<file path="config.mk">
export PLATFORM = sky130hd
export DESIGN_NAME = rect_draw_engine
export DESIGN_NICKNAME = d
export VERILOG_FILES = /design/src/rtl/rect_draw_engine.sv
export SDC_FILE = /design/constraint.sdc
export NUM_CORES = 1
export LEC_CHECK = 0
export ABC_CLOCK_PERIOD_IN_PS = 15700
export CAP_MARGIN = 10
export CORE_MARGIN = 2
export CORE_UTILIZATION = 23
export DETAILED_ROUTE_END_ITERATION = 16
export HOLD_SLACK_MARGIN = 0.05
export PLACE_DENSITY = 0.42
export SETUP_SLACK_MARGIN = 0.4
export SKIP_LAST_GASP = 1
export SYNTH_ARGS = -nofsm -noshare
export SYNTH_HDL_FRONTEND = slang
export SYNTH_SLANG_ARGS = --single-unit
</file>
<file path="constraint.sdc">
create_clock -name clk -period 15.7 [get_ports clk]
set_input_delay 1.57 -clock clk [delete_from_list [all_inputs] [get_ports clk]]
set_output_delay 1.57 -clock clk [all_outputs]
set_load 0.01 [all_outputs]
</file>
<file path="src/rtl/rect_draw_engine.sv">
// Rectangle rasteriser: turns one fill/outline command into clipped,
// row-aligned framebuffer write bursts.
module rect_draw_engine #(
    parameter int PIXEL_BITS    = 16,
    parameter int COORD_BITS    = 10,
    parameter int ADDR_BITS     = 22,
    parameter int BURST_BITS    = 10,
    parameter int SCREEN_WIDTH  = 640,
    parameter int SCREEN_HEIGHT = 480,
    parameter int MAX_BURST_LEN = 128,
    parameter int FB_BASE       = 0
) (
    input  logic                  clk,
    input  logic                  rst,
    input  logic                  start,
    input  logic                  mode,
    input  logic [COORD_BITS-1:0] x_pixel,
    input  logic [COORD_BITS-1:0] y_pixel,
    input  logic [COORD_BITS-1:0] width,
    input  logic [COORD_BITS-1:0] height,
    input  logic [PIXEL_BITS-1:0] color,
    output logic                  write_burst_req,
    output logic [BURST_BITS-1:0] write_burst_len,
    output logic [ADDR_BITS-1:0]  addr,
    output logic [PIXEL_BITS-1:0] rgb,
    input  logic                  write_burst_data_req,
    input  logic                  write_burst_data_finish,
    output logic                  busy,
    output logic                  done
);

    localparam int CW = COORD_BITS + 1;
    localparam logic [CW-1:0] SW = CW'(SCREEN_WIDTH);
    localparam logic [CW-1:0] SH = CW'(SCREEN_HEIGHT);
    localparam logic [CW-1:0] ONE = CW'(1);
    localparam logic [COORD_BITS-1:0] W_ONE = COORD_BITS'(1);
    localparam logic [ADDR_BITS-1:0] PITCH = ADDR_BITS'(SCREEN_WIDTH);
    localparam logic [ADDR_BITS-1:0] BASE = ADDR_BITS'(FB_BASE);

    typedef enum logic [2:0] {
        S_IDLE, S_SETUP, S_REQ, S_DATA, S_NEXT, S_DONE
    } state_t;

    typedef enum logic [1:0] {
        PH_FULL, PH_LEFT, PH_RIGHT
    } phase_t;

    state_t st, st_n;
    phase_t phase, t_phase, n_phase;

    logic                  mode_q;
    logic [COORD_BITS-1:0] x_q, y_q, w_q, h_q;
    logic [PIXEL_BITS-1:0] color_q;
    logic [CW-1:0]         x_end_q, y_end_q;
    logic [CW-1:0]         row, col, seg_end;
    logic [ADDR_BITS-1:0]  addr_q, t_addr;
    logic [BURST_BITS-1:0] len_q, t_len;

    logic [CW-1:0] x_w, y_h, x_end_c, y_end_c;
    logic [CW-1:0] x_right, y_bot;
    logic [CW-1:0] nxt_col, nr;
    logic [CW-1:0] n_row, n_col, n_end;
    logic [CW-1:0] t_row, t_col, t_end, rem;
    logic          empty, right_ok, n_last, load;

    // Clip extents are computed one bit wider than the inputs so they never wrap
    always_comb begin
        x_w     = CW'(x_q) + CW'(w_q);
        y_h     = CW'(y_q) + CW'(h_q);
        x_end_c = (x_w > SW) ? SW : x_w;
        y_end_c = (y_h > SH) ? SH : y_h;
        x_right = x_w - ONE;
        y_bot   = y_h - ONE;
        empty   = (w_q == '0) || (h_q == '0) ||
                  (CW'(x_q) >= SW) || (CW'(y_q) >= SH);
    end

    // Where the engine goes after the burst that just finished
    always_comb begin
        nxt_col  = col + CW'(len_q);
        nr       = row + ONE;
        right_ok = mode_q && (phase == PH_LEFT) &&
                   (w_q > W_ONE) && (x_right < SW);
        n_row    = row;
        n_col    = nxt_col;
        n_end    = seg_end;
        n_phase  = phase;
        n_last   = 1'b0;
        if (nxt_col < seg_end) begin
            n_col = nxt_col;
        end else if (right_ok) begin
            n_col   = x_right;
            n_end   = x_right + ONE;
            n_phase = PH_RIGHT;
        end else if (nr >= y_end_q) begin
            n_last = 1'b1;
        end else begin
            n_row = nr;
            n_col = CW'(x_q);
            if (!mode_q || (nr == y_bot)) begin
                n_end   = x_end_q;
                n_phase = PH_FULL;
            end else begin
                n_end   = CW'(x_q) + ONE;
                n_phase = PH_LEFT;
            end
        end
    end

    // Burst target: first segment in SETUP, otherwise the advanced position
    always_comb begin
        if (st == S_SETUP) begin
            t_row   = CW'(y_q);
            t_col   = CW'(x_q);
            t_end   = x_end_c;
            t_phase = PH_FULL;
        end else begin
            t_row   = n_row;
            t_col   = n_col;
            t_end   = n_end;
            t_phase = n_phase;
        end
        rem = t_end - t_col;
        if (int'(rem) > MAX_BURST_LEN)
            t_len = BURST_BITS'(MAX_BURST_LEN);
        else
            t_len = BURST_BITS'(rem);
        t_addr = BASE + ADDR_BITS'(t_row) * PITCH + ADDR_BITS'(t_col);
        load   = ((st == S_SETUP) && !empty) ||
                 ((st == S_NEXT) && !n_last);
    end

    always_ff @(posedge clk or posedge rst) begin
        if (rst)
            st <= S_IDLE;
        else
            st <= st_n;
    end

    always_comb begin
        st_n = st;
        unique case (st)
            S_IDLE:  if (start) st_n = S_SETUP;
            S_SETUP: st_n = empty ? S_DONE : S_REQ;
            S_REQ: begin
                if (write_burst_data_finish)
                    st_n = S_NEXT;
                else if (write_burst_data_req)
                    st_n = S_DATA;
            end
            S_DATA:  if (write_burst_data_finish) st_n = S_NEXT;
            S_NEXT:  st_n = n_last ? S_DONE : S_REQ;
            S_DONE:  st_n = S_IDLE;
            default: st_n = S_IDLE;
        endcase
    end

    always_ff @(posedge clk or posedge rst) begin
        if (rst) begin
            mode_q  <= 1'b0;
            x_q     <= '0;
            y_q     <= '0;
            w_q     <= '0;
            h_q     <= '0;
            color_q <= '0;
            x_end_q <= '0;
            y_end_q <= '0;
            row     <= '0;
            col     <= '0;
            seg_end <= '0;
            phase   <= PH_FULL;
            addr_q  <= '0;
            len_q   <= '0;
        end else begin
            if ((st == S_IDLE) && start) begin
                mode_q  <= mode;
                x_q     <= x_pixel;
                y_q     <= y_pixel;
                w_q     <= width;
                h_q     <= height;
                color_q <= color;
            end
            if (st == S_SETUP) begin
                x_end_q <= x_end_c;
                y_end_q <= y_end_c;
            end
            if (load) begin
                row     <= t_row;
                col     <= t_col;
                seg_end <= t_end;
                phase   <= t_phase;
                addr_q  <= t_addr;
                len_q   <= t_len;
            end
        end
    end

    assign write_burst_req = (st == S_REQ);
    assign write_burst_len = len_q;
    assign addr            = addr_q;
    assign rgb             = color_q;
    assign busy            = (st == S_SETUP) || (st == S_REQ) ||
                             (st == S_DATA) || (st == S_NEXT);
    assign done            = (st == S_DONE);

endmodule

</file>
==> results.tsv, run 1 <==
stage	metric	value	unit
run_status	status	finished clean	
grt	remaining global-route overflow	0	
logic_synthesis	dominant synthesized flop cell	dfrtp_1	
route	Avg WL per Cell	17.2	um
cells_and_area	Layout area overhead	21.7	%
logic_synthesis	area leader, netlist	dfrtp_1	
setup_path	CP required	16050	ps
route	initial DRC count	413	
sta	RSZ-0062 raised after global routing	false	
floorplanning	Initial Util	23.4	%
placed_design	Port Buf Inserts	112	
sta	relative slew slack	31.4	%
setup_path	Crit Path Max Fanout	12	
placed_design	global placement routability congestion	0.812	
placed_design	placed insts	1806	
logic_synthesis	synth top area cells	dfrtp_1 33%, ha_1 10%, mux2_2 7.4%	
sta	hold slack	475	ps
floorplanning	Cell Rows	78	
setup_path	CP Data Arrival Time	8840	ps
logic_synthesis	Net Count, Synth	1292	
grt	Tot GR Track Use	13.5	%
floorplanning	# IOs	113	
logic_synthesis	Yosys cell types	84	
clocking	CTS tree	built	
logic_synthesis	sequential-to-total area share from yosys stat	33.4	%
cells_and_area	sequential cell area	0.00355	sq mm
sta	Final Max Slew Viols	0	
setup_path	slowest CP cell	a21oi_1	
clocking	cts hold-fix bufs	0	
logic_synthesis	mean post-synth cell area	9.39	sq um
setup_path	crit-path max cell delay	880	ps
cells_and_area	fillcell total	4870	
sta	clk_skew	11.3	ps
logic_synthesis	most frequent cells after synthesis	142 x dfrtp_1, 105 x nand2_1, 89 x ha_1, 76 x o21ai_0, 70 x mux2_2	
route	ANT nets after route	0	
cells_and_area	Ant. Diodes	0	
sta	final setup fails	0	
logic_synthesis	flops & latches, synth	142	
grt	initial antenna violation count	1	
clocking	post-CTS setup buffers	0	
sta	fin crit period	8490	ps
grt	vias in the first global route	8741	
clocking	Num CTS Buffers	17	
floorplanning	Core ar.	0.0456	sq mm
cells_and_area	share of cells above drive strength 1	11.6	%
floorplanning	Die ar.	0.0481	sq mm
logic_synthesis	area share of the largest cell type after synthesis	33.4	%
sta	measured slew at the worst slew-check pin	1020	ps
route	number of remaining DRC errors	0	
setup_path	Setup Crit Path Kind	reg2reg	
route	routed vias	8628	
floorplanning	DIE WIDTH	219	um
setup_path	CP endpoint kind	flip-flop	
cells_and_area	Layout Nets	1382	
clocking	Clock Tree Root	clkbuf_16	
grt	first-pass GRT wire length	50600	um
job	Max-cap violations	0	
placed_design	detailed placement HPWL	24400	um
route	Via density	4.70	
logic_synthesis	Post-synth EDFFs	0	
grt	largest net degree at the start of global routing	82	
sta	Hold Vio Cnt, Final	0	
sta	setup TNS	0	ps
clocking	Clock transition at path regs	60	ps
clocking	clock sink total	142	
cells_and_area	non-filler cells, final	1837	
setup_path	crit start category	flip-flop	
logic_synthesis	most common cell in the netlist	dfrtp_1	
floorplanning	die height	219	um
logic_synthesis	mapped cell area	0.0107	sq mm
sta	Fmax	118	MHz
logic_synthesis	Yosys warnings	0	
cells_and_area	Multi-input gate area	0.00658	sq mm
hold_path	HP Class	reg2reg	
route	Detailed Routing Iterations Pass 1	5	
logic_synthesis	Gate Count Post-Synth	1135	
route	drt total wl	31500	um
clocking	clk buf depth	2	
sta	Tcrit/Tclk final	54.1	%
clocking	H-tree depth	4	
clocking	insertion delay to the later sink of the worst-skew pair	440	ps
clocking	post-CTS sizing	0	
logic_synthesis	FFs w/ async S/R, synth	100	%
[worst max-delay path, delay by kind of cell (launching register included)]
family	cells	cell delay [ps]
adder cells (fa/ha/maj)	6	1800
AO/OA/AOI/OAI	18	4470
buffers and inverters	4	300
XOR/XNOR	2	380
multiplexers	1	270
AND/OR/NAND/NOR	5	770
flip-flops	1	400
[routing by layer]
layer / up-vias / routed length [um] / global-route usage, %
met3: 15 / 1690 / 3.10
met1: 4138 / 16600 / 20.2
li1: 4290 / - / -
met5: - / 12 / 0
met2: 183 / 12900 / 19.4
met4: 2 / 280 / 2.97
[cell usage in the layout (no fill, tap or decap), types with 12 or more instances in the layout]
cell	instances
dfrtp_1	142
ha_1	89
xnor2_1	55
nor3_1	13
inv_1	66
clkdlybuf4s50_1	112
nand3_1	24
xor2_1	43
nand2_1	105
a21oi_1	53
nor2_1	50
and3_1	14
a31oi_1	12
a21o_1	33
nand2b_1	13
mux2_2	70
o21ai_0	76
clkbuf_16	17
[flip-flops by register name, indices dropped and copies added (netlist names)]
name / flops
w_q: 10
x_end_q: 11
row: 11
write_burst_len: 10
seg_end: 11
st: 3
x_q: 10
rgb: 16
addr: 15
h_q: 10
col: 11
y_q: 10
phase: 2
y_end_q: 11
mode_q: 1
[per-stage QoR]
| step | instance area [sq um] | setup WS (ps) | util (%) |
|---|---|---|---|
| 4_1_cts | 13000 | 7230 | 28.5 |
| 5_1_grt | 13000 | 6500 | 28.5 |
| 6_report | 13000 | 7210 | 28.5 |
| 3_5_place_dp | 12300 | 7240 | 27.1 |
| 3_3_place_gp | 12300 | 7450 | 27.1 |
| 2_1_floorplan | 10700 | 8390 | - |
[kinds of logic (layout without fill, tap and decap cells)]
kind of cell / after synthesis / after routing / share of synthesized area (%)
buffers and inverters: 119 / 221 / 5.00
AOI/OAI and AO/OA: 302 / 302 / 19.3
and+or+nand+nor: 297 / 297 / 14.1
muxes: 81 / 81 / 8.43
adders and majority gates: 95 / 95 / 11.6
xor gates and xnor gates: 99 / 99 / 8.27
DFF: 142 / 142 / 33.4
[cell type report]
type / instances / share of cell area [%]
clock buffers: 18 / 3.39
flip-flops and latches: 142 / 27.4
inverters: 67 / 1.98
repair buffers: 123 / 9.28
well taps: 600 / 5.79
clock inverters: 13 / 1.48
multi-input cells: 874 / 50.7
[path summary, 6_finish.rpt]
kind | from | endpoint | slack [ps] | depth (start not counted)
hold / removal | addr[13] | addr[13] | 480 | 2
max in group asynchronous | rst | col[4] | 12670 | 3
setup / recovery | write_burst_len[0] | addr[20] | 7210 | 36
hold reg to reg | addr[13] | addr[13] | 480 | 2
setup reg to reg | write_burst_len[0] | addr[20] | 7210 | 36
min in group asynchronous | rst | rgb[4] | 1630 | 2
Power of run 1 is not shown: default switching activity piles up to over one toggle a cycle in this logic, so the estimate is an artifact.
==> run 2: changes to the inputs <==
--- a/config.mk
+++ b/config.mk
@@ -5,7 +5,7 @@
 export SDC_FILE = /design/constraint.sdc
 export NUM_CORES = 1
 export LEC_CHECK = 0
-export ABC_CLOCK_PERIOD_IN_PS = 15700
+export ABC_CLOCK_PERIOD_IN_PS = 8600
 export CAP_MARGIN = 10
 export CORE_MARGIN = 2
 export CORE_UTILIZATION = 23
==> constraint.sdc (replaced) <==
create_clock -name clk -period 8.6 [get_ports clk]
set_input_delay 0.86 -clock clk [delete_from_list [all_inputs] [get_ports clk]]
set_output_delay 0.86 -clock clk [all_outputs]
set_load 0.01 [all_outputs]
==> results.tsv, run 2 (synthesis gave the netlist of run 1 again) <==
stage	metric	value	unit	change
run_status	status	finished clean		
grt	largest net degree at the start of global routing	88		+7.3%
grt	first-pass GRT wire length	50500	um	-0.18%
setup_path	CP Data Arrival Time	7900	ps	-940 ps
clocking	H-tree depth	4		unchanged
floorplanning	DIE WIDTH	219	um	unchanged
grt	met2 Usage GRT	19.6	%	+0.14 points
cells_and_area	share of cells above drive strength 1	12.3	%	+0.75 points
grt	initial antenna violation count	2		+1
cells_and_area	Layout area overhead	21.4	%	
floorplanning	Cell Rows	78		unchanged
cells_and_area	Layout Nets	1387		+0.36%
route	drt total wl	31600	um	+0.17%
placed_design	placed insts	1811		+0.28%
route	Avg WL per Cell	17.1	um	-0.16%
route	Detailed Routing Iterations Pass 1	5		unchanged
placed_design	Placed Area	0.0124	sq mm	+0.30%
sta	RSZ-0062 raised after global routing	false		
setup_path	Critical path buffers and inverters	3		-1
setup_path	Most Frequent Cell on Critical Path	a21o_1		
clocking	clk buf depth	2		unchanged
setup_path	CP endpoint kind	flip-flop		
cells_and_area	design area	0.0129	sq mm	-0.24%
sta	relative slew slack	29.5	%	-1.9 points
placed_design	detailed placement HPWL	24500	um	+0.39%
floorplanning	Core ar.	0.0456	sq mm	unchanged
clocking	clock sink total	142		unchanged
sta	Final Max Slew Viols	0		unchanged
sta	setup TNS	0	ps	unchanged
clocking	insertion delay to the later sink of the worst-skew pair	450	ps	about the same
sta	Hold Vio Cnt, Final	0		unchanged
route	routed vias	8693		+0.75%
placed_design	global placement routability congestion	0.801		-1.4%
setup_path	CP required	8950	ps	-7100 ps
cells_and_area	Largest register FFs	16		unchanged
floorplanning	Die ar.	0.0481	sq mm	unchanged
cells_and_area	Ant. Diodes	0		unchanged
route	initial DRC count	504		+22%
grt	GR Layer Usage met3	3.26	%	+0.15 points
clocking	CTS tree	built		
cells_and_area	most common cell after layout, fill and taps aside	dfrtp_1		
floorplanning	die height	219	um	unchanged
setup_path	slowest CP cell	a2111oi_0		
setup_path	top cell family by delay on the critical path	compound AO/OA/AOI/OAI gates		
setup_path	crit-path max cell delay	450	ps	-430 ps
sta	Tcrit/Tclk final	87.8	%	+34 points
grt	remaining global-route overflow	0		unchanged
cells_and_area	most frequent cells in the layout	142 x dfrtp_1, 112 x clkdlybuf4s50_1, 105 x nand2_1, 89 x ha_1, 75 x o21ai_0		
sta	fin crit period	7550	ps	-935 ps
clocking	post-CTS setup buffers	0		unchanged
clocking	Clock Tree Root	clkbuf_16		
sta	final setup fails	0		unchanged
clocking	Num CTS Buffers	17		unchanged
placed_design	Port Buf Inserts	112		unchanged
clocking	Clock transition at path regs	60	ps	about the same
sta	Fmax	132	MHz	+12%
sta	clk_skew	18.4	ps	+7.07 ps
grt	Tot GR Track Use	13.5	%	+0.020 points
route	Via density	4.72		+0.43%
setup_path	Crit Path Max Fanout	12		unchanged
floorplanning	# IOs	113		unchanged
cells_and_area	non-filler cells, final	1843		+0.33%
grt	grt peak-use layer	met1		
route	ANT nets after route	0		unchanged
grt	GR Util met1	20.0	%	-0.18 points
route	number of remaining DRC errors	0		unchanged
cells_and_area	fillcell total	4867		-0.062%
setup_path	Setup Crit Path Kind	reg2reg		
floorplanning	Initial Util	23.4	%	unchanged
sta	measured slew at the worst slew-check pin	1050	ps	+28.5 ps
grt	vias in the first global route	8721		-0.23%
job	Max-cap violations	0		unchanged
hold_path	HP Class	reg2reg		
setup_path	crit start category	flip-flop		
==> run 2: changes by cell type in the layout (fill, tap and decap cells not counted), moves of 2 or more <==
cell | before | now
bufinv_16 | 4 | 0
clkinv_2 | 1 | 3
clkinvlp_4 | 3 | 9
clkinv_4 | 5 | 0
buf_4 | 11 | 16
==> run 2: per-layer routing <==
metal	share of wire (%)	vias up
li1	-	4303
met1	52	4195
met2	41	172
met3	5.5	21
met4	0.99	2
met5	0.035	-
==> run 2: layout make-up <==
type                       instances  area (sq um)  share of cell area (%)
clock buffer                      19           453                    3.50
clock inverter                    13          91.3                   0.706
inverter                          67           256                    1.98
multi-input combinational        874          6590                    51.0
sequential                       142          3550                    27.5
tap                              600           751                    5.80
timing repair buffer             128          1240                    9.59
==> run 2: worst register-to-register path: cells and delay by family (launching register included) <==
family | cells | cell delay (ps)
adder cells (fa/ha/maj) | 6 | 1650
buffers and inverters | 3 | 180
XOR/XNOR | 2 | 380
flip-flops | 1 | 400
AND/OR/NAND/NOR | 6 | 1270
AO/OA/AOI/OAI | 17 | 3560
==> run 2: what timing repair did <==
| item | in CTS | in global routing |
|---|---|---|
| hold buffers | 0 | 0 |
| resized for setup | 0 | 5 |
| setup endpoints to repair | 0 | 14 |
==> run 2: final timing paths <==
kind	start	endpoint	slack, ps	cells past startpoint
max in group asynchronous	rst	addr[18]	6310	3
worst max-delay path	write_burst_len[0]	addr[20]	1050	34
worst min register to register	addr[7]	addr[7]	470	2
worst max register to register	write_burst_len[0]	addr[20]	1050	34
min in group asynchronous	rst	rgb[15]	950	2
worst min-delay path	addr[7]	addr[7]	470	2
==> run 2: per-stage QoR <==
stage / setup WS [ps] / hold WS (ps) / util (%)
final: 1050 / 472 / 28.4
after global placement: 768 / 458 / 27.2
after global routing: 408 / 493 / 28.4
after detailed placement: 435 / 464 / 27.2
after CTS: 447 / 480 / 28.4
after floorplan: 1290 / 443 / -
Power of run 2 is left out for the same reason.
